--- src/rtl/alu_job_arbiter.sv ---
// Round-robin job scheduler sharing one add/subtract engine between NREQ requesters.
//
// Ports:
//   clk, rst      clock (rising edge) and asynchronous active-high reset
//   req_valid     per-requester job pending
//   req_op        per-requester op (0 add, 1 subtract)
//   req_a, req_b  per-requester operands, requester i at [i*DW +: DW]
//   req_ready     one-hot accept pulse, combinational in the accept cycle
//   rsp_valid     one-hot one-cycle response strobe to the originating requester
//   rsp_result    shared result, meaningful only with rsp_valid
//   rsp_err       response qualifier: 1 = engine timeout, result forced to 0
//   busy          high whenever a job is in flight
//   grant_id      index of the job in flight, holds its last value when idle
//   eng_start     engine start level
//   eng_op_sel    engine op select
//   eng_a, eng_b  engine operands, held for the whole job
//   eng_result    engine result
//   eng_done      engine done level
module alu_job_arbiter #(
    parameter int unsigned NREQ    = 4,
    parameter int unsigned DW      = 8,
    parameter int unsigned TIMEOUT = 15,
    localparam int unsigned GW     = (NREQ > 1) ? $clog2(NREQ) : 1
) (
    input  logic               clk,
    input  logic               rst,
    input  logic [NREQ-1:0]    req_valid,
    input  logic [NREQ-1:0]    req_op,
    input  logic [NREQ*DW-1:0] req_a,
    input  logic [NREQ*DW-1:0] req_b,
    output logic [NREQ-1:0]    req_ready,
    output logic [NREQ-1:0]    rsp_valid,
    output logic [DW-1:0]      rsp_result,
    output logic               rsp_err,
    output logic               busy,
    output logic [GW-1:0]      grant_id,
    output logic               eng_start,
    output logic               eng_op_sel,
    output logic [DW-1:0]      eng_a,
    output logic [DW-1:0]      eng_b,
    input  logic [DW-1:0]      eng_result,
    input  logic               eng_done
);

    localparam int unsigned CW = $clog2(TIMEOUT + 1);

    typedef enum logic [1:0] {StIdle, StIssue, StRelease, StResp} state_e;

    state_e          state_q, state_d;
    logic [GW-1:0]   last_grant_q, last_grant_d;
    logic [GW-1:0]   grant_id_q, grant_id_d;
    logic            op_q, op_d;
    logic [DW-1:0]   a_q, a_d;
    logic [DW-1:0]   b_q, b_d;
    logic [DW-1:0]   result_q, result_d;
    logic            err_q, err_d;
    logic [CW-1:0]   cnt_q, cnt_d;

    logic            grant_found;
    logic [GW-1:0]   grant_idx;
    logic [GW-1:0]   cand;
    logic [NREQ-1:0] ready_raw;

    // First set request searching upward from the slot after the last grant.
    always_comb begin
        grant_found = 1'b0;
        grant_idx   = '0;
        cand        = '0;
        for (int unsigned i = 0; i < NREQ; i++) begin
            cand = GW'((32'(last_grant_q) + 32'd1 + i) % NREQ);
            if (!grant_found && req_valid[cand]) begin
                grant_found = 1'b1;
                grant_idx   = cand;
            end
        end
    end

    always_comb begin
        state_d      = state_q;
        last_grant_d = last_grant_q;
        grant_id_d   = grant_id_q;
        op_d         = op_q;
        a_d          = a_q;
        b_d          = b_q;
        result_d     = result_q;
        err_d        = err_q;
        cnt_d        = cnt_q;
        ready_raw    = '0;

        unique case (state_q)
            StIdle: begin
                if (grant_found) begin
                    ready_raw[grant_idx] = 1'b1;
                    op_d         = req_op[grant_idx];
                    a_d          = req_a[32'(grant_idx) * DW +: DW];
                    b_d          = req_b[32'(grant_idx) * DW +: DW];
                    grant_id_d   = grant_idx;
                    last_grant_d = grant_idx;
                    cnt_d        = '0;
                    err_d        = 1'b0;
                    result_d     = '0;
                    state_d      = StIssue;
                end
            end
            StIssue: begin
                // Done wins over timeout when both hold in the same cycle.
                if (eng_done) begin
                    result_d = eng_result;
                    err_d    = 1'b0;
                    cnt_d    = '0;
                    state_d  = StRelease;
                end else if (cnt_q == CW'(TIMEOUT)) begin
                    result_d = '0;
                    err_d    = 1'b1;
                    cnt_d    = '0;
                    state_d  = StRelease;
                end else begin
                    cnt_d = cnt_q + 1'b1;
                end
            end
            StRelease: begin
                if (!eng_done) begin
                    state_d = StResp;
                end else if (cnt_q == CW'(TIMEOUT - 1)) begin
                    // Done stuck high for TIMEOUT release cycles.
                    result_d = '0;
                    err_d    = 1'b1;
                    state_d  = StResp;
                end else begin
                    cnt_d = cnt_q + 1'b1;
                end
            end
            StResp: begin
                state_d = StIdle;
            end
            default: begin
                state_d = StIdle;
            end
        endcase
    end

    always_ff @(posedge clk or posedge rst) begin
        if (rst) begin
            state_q      <= StIdle;
            last_grant_q <= GW'(NREQ - 1);
            grant_id_q   <= '0;
            op_q         <= 1'b0;
            a_q          <= '0;
            b_q          <= '0;
            result_q     <= '0;
            err_q        <= 1'b0;
            cnt_q        <= '0;
        end else begin
            state_q      <= state_d;
            last_grant_q <= last_grant_d;
            grant_id_q   <= grant_id_d;
            op_q         <= op_d;
            a_q          <= a_d;
            b_q          <= b_d;
            result_q     <= result_d;
            err_q        <= err_d;
            cnt_q        <= cnt_d;
        end
    end

    // The accept pulse is combinational, so it is masked while reset is held.
    assign req_ready  = rst ? '0 : ready_raw;
    assign busy       = (state_q != StIdle);
    assign eng_start  = (state_q == StIssue);
    assign eng_op_sel = op_q;
    assign eng_a      = a_q;
    assign eng_b      = b_q;
    assign grant_id   = grant_id_q;
    assign rsp_valid  = (state_q == StResp) ? ({{(NREQ - 1){1'b0}}, 1'b1} << grant_id_q) : '0;
    assign rsp_result = (state_q == StResp) ? result_q : '0;
    assign rsp_err    = (state_q == StResp) ? err_q : 1'b0;

endmodule

--- config.mk ---
export PLATFORM = sky130hd
export DESIGN_NAME = alu_job_arbiter
export DESIGN_NICKNAME = d
export VERILOG_FILES = /design/src/rtl/alu_job_arbiter.sv
export SDC_FILE = /design/constraint.sdc
export NUM_CORES = 1
export LEC_CHECK = 0
export BUFFER_PORTS_ARGS = -buffer_cell sky130_fd_sc_hd__buf_2
export CAP_MARGIN = 20
export CORE_MARGIN = 2
export CORE_UTILIZATION = 45
export CTS_CLUSTER_SIZE = 24
export DETAILED_ROUTE_END_ITERATION = 7
export GPL_TIMING_DRIVEN = 0
export PLACE_DENSITY = 0.9
export SETUP_SLACK_MARGIN = 0.02
export SLEW_MARGIN = 5
export SYNTH_ARGS = -nofsm -noshare
export SYNTH_HDL_FRONTEND = slang
export SYNTH_SLANG_ARGS = --single-unit
--- constraint.sdc ---
create_clock -name clk -period 5.85 [get_ports clk]
set_clock_uncertainty 0.1 [all_clocks]
set_input_delay 1.17 -clock clk [delete_from_list [all_inputs] [get_ports clk]]
set_output_delay 1.17 -clock clk [all_outputs]
set_load 0.005 [all_outputs]
==> results.sh, run 1 <==
export IMPL_status="finished clean"
export IMPL_power_leakage_nw=1.56
export IMPL_r2r_end="eng_op_sel$_DFFE_PP0P_"
export IMPL_cp_max_fo=10
export IMPL_ys_types=42
export IMPL_numClockSinks=36
export IMPL_hold_depth=2
export IMPL_cp_top_family="buffers and inverters"
export IMPL_worstMarginPinSlew_ps=790
export IMPL_rsz0062_at_grt="false"
export IMPL_crit_buf_inv=3
export IMPL_vias_per_cell=5.45
export IMPL_met3_length_um=430
export IMPL_layout_nets=480
export IMPL_syn_to_final_growth_pct=35.9
export IMPL_cts_hold_buf=0
export IMPL_synth_cells=263
export IMPL_critical_path_cell_chain="buf_2 > nor2_1 > nand2_1 > nand2_1 > clkbuf_1 > nor4_1 > buf_2"
export IMPL_holdPathEnd="result_q[1]$_DFFE_PP0P_"
export IMPL_routabilityCongestion=0.831
export IMPL_instances_no_fill=461
export IMPL_syn_nets=353
export IMPL_hold_viol_final=0
export IMPL_dieArea_um2=5840
export IMPL_hold_class="reg2reg"
export IMPL_p_switching_w=0.000643
export IMPL_drt_initial_drc_count=151
export IMPL_r2r_start="last_grant_q[0]$_DFFE_PP1P_"
export IMPL_wire_per_inst_um=14.6
export IMPL_slowest_delay_ps=450
export IMPL_wirelength_um=6750
export IMPL_rrSetupSlack_ps=3600
export IMPL_fp_dieH_um=76.4
export IMPL_grt_first_pass_wirelength_um=10900
export IMPL_worstPathArrival_ps=2540
export IMPL_dp_final_hpwl_um=5030
export IMPL_p_int_w=0.000932
export IMPL_diodes=0
export IMPL_postSynth_asyncResetShare_pct=100
export IMPL_h_tree_depth=2
export IMPL_synthFlopType="dfrtp_1"
export IMPL_grt_max_degree=39
export IMPL_io_buffers=120
export IMPL_vias=2513
export IMPL_synth_edf_count=0
export IMPL_core_um2=5070
export IMPL_yosys_warnings=0
export IMPL_max_clock_freq_mhz=263
export IMPL_cts_resized=0
export IMPL_routed_wl_met2_um=3580
export IMPL_post_cts_buffers=0
export IMPL_p_comb_share_pct=52.7
export IMPL_dr_pass1_iters=4
export IMPL_worstSetupStartpointType="primary input"
export IMPL_syn_area_um2=2360
export IMPL_dpl_cell_count=453
export IMPL_ant_nets=0
export IMPL_required_ps=4580
export IMPL_post_place_ws_ps=2040
export IMPL_start_util_pct=46.5
export IMPL_grt_ovfl_total=0
export IMPL_setup_tns_ps=0
export IMPL_report_final_setup_viol=0
export IMPL_drc=0
export IMPL_grt_pass1_vias=2530
export IMPL_root_buffer="clkbuf_8"
export IMPL_hold_start="result_q[1]$_DFFE_PP0P_"
export IMPL_synth_avg_cell_area_um2=8.97
export IMPL_antenna_found_initial=0
export IMPL_whs_ps=372
export IMPL_die_w_um=76.4
export IMPL_fin_crit_ps=3810
export IMPL_io_pins=121
export IMPL_yosysSeqAreaShare_pct=38.3
export IMPL_cpMaxStageDelayCell="clkbuf_1"
export IMPL_swShare_pct=40.8
export IMPL_cts_clk_slew_worst_paths_ps=80
export IMPL_reg2reg_depth=6
export IMPL_clockPowerShare_pct=19.6
export IMPL_clk_latency_ps=290
export IMPL_drive_gt1_share_pct=40.2
export IMPL_seqPwrFrac_pct=27.7
export IMPL_wl_met1_um=2650
export IMPL_fin_util_pct=63.2
export IMPL_std_cell_rows=26
export IMPL_maxCapViolations=0
export IMPL_setup_slack_ps=2040
export IMPL_critPathKind="in2out"
export IMPL_power_per_cell_area_nw_per_um2=491
export IMPL_setup_worst_path_end_class="output port"
export IMPL_grtUsageTotal_pct=23.2
export IMPL_relSlewSlack_pct=47.3
export IMPL_clock_path_buffers=2
export IMPL_highest_layer="met4"
export IMPL_timing_final_max_slew_violations=0
export IMPL_min_period_over_period_pct=65.1
export IMPL_synth_seq_cells=36
export IMPL_cts_buffers=5
export IMPL_peakVddDrop_mv=0.215
export IMPL_cts_tree="yes"
-- final cells by class --
cell class                 count  area (um2)
tap                           70        87.6
fill                         432        1870
timing repair buffer         120         601
multi-input combinational    204        1350
inverter                       9        33.8
sequential                    36         903
clock inverter                 3        90.1
clock buffer                   5        68.8
buffer                        14        75.1
-- metal layers --
metal  global-route usage, %  vias up
met5                       0        -
met4                    9.09        0
li1                        -     1224
met1                    25.5     1176
met2                    42.7      107
met3                    5.69        6
-- cells in the mapped netlist (all sizes together) (2+ instances only) --
cell type  number  area (um2)
inv             9        33.8
buf             6        45.0
mux2i           9        90.1
and2           10        62.6
dfrtp          34         851
ha              7        87.6
nor4            2        12.5
dfstp           2        52.6
a221oi         17         149
nand3          12        60.1
o2bb2ai        11         103
a22o            2        17.5
mux2           12         139
nor2b           2        12.5
o21ai          24         120
nor2           39         146
nor3            2        21.3
a21oi           9        60.1
nand2          19        71.3
nand2b          5        36.3
and3            3        18.8
o22ai           9        56.3
clkbuf          8        30.0
-- worst min-delay path, stage by stage (launching register included) --
cell     delay (ps)
dfrtp_1         340
nand2_1          40
o21ai_0          60
-- power groups by stage --
stage	sequential, W	combinational (W)	clock [W]
floorplan	0.000433	0.000565	0
global placement	0.000434	0.000796	0
detailed placement	0.000440	0.000825	0
CTS	0.000436	0.000831	0.000312
global route	0.000454	0.000916	0.000322
finish	0.000436	0.000830	0.000309
-- cells in the final DEF, fill, tap and decap left out, types with 2 or more instances in the layout --
cell / synthesis / layout
a21oi_1: 7 / 7
a221oi_1: 17 / 17
a22o_1: 2 / 2
and2_1: 10 / 10
and3_1: 3 / 3
buf_2: 3 / 123
buf_4: 2 / 2
bufinv_16: 0 / 3
clkbuf_1: 8 / 8
clkbuf_8: 0 / 5
dfrtp_1: 34 / 34
dfstp_2: 2 / 2
ha_1: 7 / 7
inv_1: 9 / 8
mux2_2: 11 / 11
mux2i_1: 9 / 9
nand2_1: 19 / 19
nand2b_1: 3 / 3
nand2b_2: 2 / 2
nand3_1: 12 / 12
nor2_1: 39 / 39
nor2b_1: 2 / 2
nor4_1: 2 / 2
o21ai_0: 19 / 19
o21ai_1: 5 / 5
o22ai_1: 9 / 9
o2bb2ai_1: 10 / 10
-- state kept, by name, summed over array words and instances (netlist names) --
| register | cells |
|---|---|
| err_q | 1 |
| cnt_q | 4 |
| eng_b | 8 |
| result_q | 8 |
| grant_id | 2 |
| eng_op_sel | 1 |
| eng_a | 8 |
| state_q | 2 |
| last_grant_q | 2 |
-- logic make-up (layout without fill, tap and decap cells) --
kind of cell / count (synthesis) / after routing / synth area share [%]
buf+inv: 23 / 151 / 4.61
flops: 36 / 36 / 38.3
fa+ha+maj: 7 / 7 / 3.71
simple gates: 98 / 98 / 19.9
compound gates: 78 / 78 / 23.7
mux: 21 / 21 / 9.71
-- per-stage QoR --
step                total power (W)  area [um2]
floorplan                  0.000998        2360
global placement            0.00123        3050
detailed placement          0.00126        3050
CTS                         0.00158        3210
global route                0.00169        3210
finish                      0.00157        3210
-- worst max path at each step --
| stage | cells after the start | from | to | slack, ps |
|---|---|---|---|---|
| CTS | 7 | req_valid[3] | req_ready[3] | 2050 |
| finish | 7 | req_valid[3] | req_ready[3] | 2040 |
| global placement | 4 | rst | req_ready[2] | 1770 |
| floorplan | 2 | rst | req_ready[0] | 2340 |
| detailed placement | 7 | req_valid[3] | req_ready[3] | 2040 |
| global route | 7 | req_valid[3] | req_ready[3] | 1840 |
No activity file was read; power rests on OpenSTA's default activity.
==> inputs of run 2 (changes only) <==
- CORE_UTILIZATION: 45 -> 41
- PLACE_DENSITY: 0.9 -> 0.87
- clock period: 5.85 -> 3.2 ns (I/O delays scaled with it)
==> results.sh, run 2 (synthesized netlist as in run 1, its figures left out) <==
export IMPL_status="finished clean"
export IMPL_layout_nets=480
export IMPL_reg2reg_depth=6
export IMPL_dieArea_um2=6380
export IMPL_hold_depth=2
export IMPL_hold_viol_final=0
export IMPL_antenna_found_initial=0
export IMPL_hold_start="result_q[7]$_DFFE_PP0P_"
export IMPL_diodes=0
export IMPL_fin_crit_ps=2740
export IMPL_start_util_pct=42.6
export IMPL_vias_per_cell=5.34
export IMPL_mostFrequentLayoutCell="buf_2"
export IMPL_swShare_pct=43.6
export IMPL_timing_final_max_slew_violations=0
export IMPL_dr_pass1_iters=4
export IMPL_power_per_cell_area_nw_per_um2=830
export IMPL_worstMarginPinSlew_ps=777
export IMPL_min_period_over_period_pct=85.5
export IMPL_hold_class="reg2reg"
export IMPL_grt_pass1_vias=2363
export IMPL_root_buffer="clkbuf_8"
export IMPL_ant_nets=0
export IMPL_clock_path_buffers=2
export IMPL_clockPowerShare_pct=11.8
export IMPL_critPathKind="reg2out"
export IMPL_syn_to_final_growth_pct=32.7
export IMPL_setup_tns_ps=0
export IMPL_h_tree_depth=2
export IMPL_dp_final_hpwl_um=5100
export IMPL_cts_buffers=5
export IMPL_rsz0062_at_grt="false"
export IMPL_cts_tree="yes"
export IMPL_grt_max_degree=39
export IMPL_drt_initial_drc_count=153
export IMPL_io_pins=121
export IMPL_peakVddDrop_mv=0.363
export IMPL_cts_resized=0
export IMPL_relSlewSlack_pct=48.1
export IMPL_max_clock_freq_mhz=365
export IMPL_power_leakage_nw=1.52
export IMPL_seqPwrFrac_pct=30.7
export IMPL_worstSetupStartpointType="flop"
export IMPL_vias=2474
export IMPL_fp_dieH_um=79.8
export IMPL_cts_hold_buf=0
export IMPL_io_buffers=120
export IMPL_grtUsageTotal_pct=20.5
export IMPL_p_switching_w=0.00113
export IMPL_wire_per_inst_um=14.2
export IMPL_cp_max_fo=10
export IMPL_clk_latency_ps=280
export IMPL_drive_gt1_share_pct=39.6
export IMPL_report_final_setup_viol=0
export IMPL_worstPathArrival_ps=2000
export IMPL_dpl_cell_count=455
export IMPL_cts_clk_slew_worst_paths_ps=70
export IMPL_numClockSinks=36
export IMPL_post_cts_buffers=0
export IMPL_core_um2=5540
export IMPL_p_int_w=0.00147
export IMPL_grt_first_pass_wirelength_um=10500
export IMPL_routabilityCongestion=0.853
export IMPL_maxCapViolations=0
export IMPL_die_w_um=79.8
export IMPL_r2r_start="last_grant_q[0]$_DFFE_PP1P_"
export IMPL_instances_no_fill=463
export IMPL_grt_ovfl_total=0
export IMPL_std_cell_rows=27
export IMPL_wirelength_um=6580
export IMPL_p_comb_share_pct=57.5
export IMPL_crit_start="state_q[0]$_DFFE_PP0P_"
export IMPL_drc=0
export IMPL_setup_worst_path_end_class="output port"
export IMPL_final_cell_mix="buf_2 (123), nor2_1 (39), dfrtp_1 (34)"
export IMPL_required_ps=2460
-- run 2: cell count changes in the layout (fill, tap and decap cells not counted), sizes merged --
cell | before | now
clkbuf | 13 | 15
bufinv | 3 | 0
clkinv | 0 | 1
-- run 2: power groups by stage --
| stage | clock network [W] | registers (W) | logic, W |
|---|---|---|---|
| global route | 0.000332 | 0.000826 | 0.00169 |
| detailed placement | 0 | 0.000805 | 0.00150 |
| global placement | 0 | 0.000794 | 0.00145 |
| finish | 0.000307 | 0.000798 | 0.00149 |
| floorplan | 0 | 0.000792 | 0.00103 |
| CTS | 0.000314 | 0.000798 | 0.00150 |
-- run 2: final timing paths --
path                                      endpoint  slack [ps]
min reg2reg                result_q[7]$_DFFE_PP0P_         380
max in group asynchronous  result_q[3]$_DFFE_PP0P_        2080
min in group asynchronous     eng_b[2]$_DFFE_PP0P_         420
max reg2reg                 eng_op_sel$_DFFE_PP0P_         960
min                        result_q[7]$_DFFE_PP0P_         380
max                                   req_ready[1]         460
-- run 2: critical path: stages (launching register included) --
cell	delay, ps
dfrtp_1	400
inv_1	120
ha_1	250
nand2_1	160
clkbuf_1	280
nor4_1	330
buf_2	170
-- run 2: metal layers --
metal / vias to the layer above / track usage [%] / routed length [um]
li1: 1217 / - / -
met1: 1159 / 24.3 / 2580
met5: - / 0 / 0
met2: 85 / 37.1 / 3420
met3: 13 / 3.96 / 431
met4: 0 / 6.61 / 142
-- run 2: final cells by class --
cell class,instances,area [um2]
timing repair buffer,120,601
buffer,14,75.1
multi-input combinational,204,1350
tap,72,90.1
sequential,36,903
inverter,9,33.8
fill,517,2410
clock inverter,1,5.00
clock buffer,7,76.3
-- run 2: per-stage QoR --
stage          hold slack, ps  worst slack, ps  total power (W)  area, um2  util (%)
2_1_floorplan             342              752          0.00182       2360         -
5_1_grt                   403              293          0.00285       3130      56.5
4_1_cts                   380              480          0.00261       3130      56.5
6_report                  377              464          0.00260       3130      56.5
3_5_place_dp              364              551          0.00230       3050      55.0
3_3_place_gp              357              163          0.00225       3050      55.0
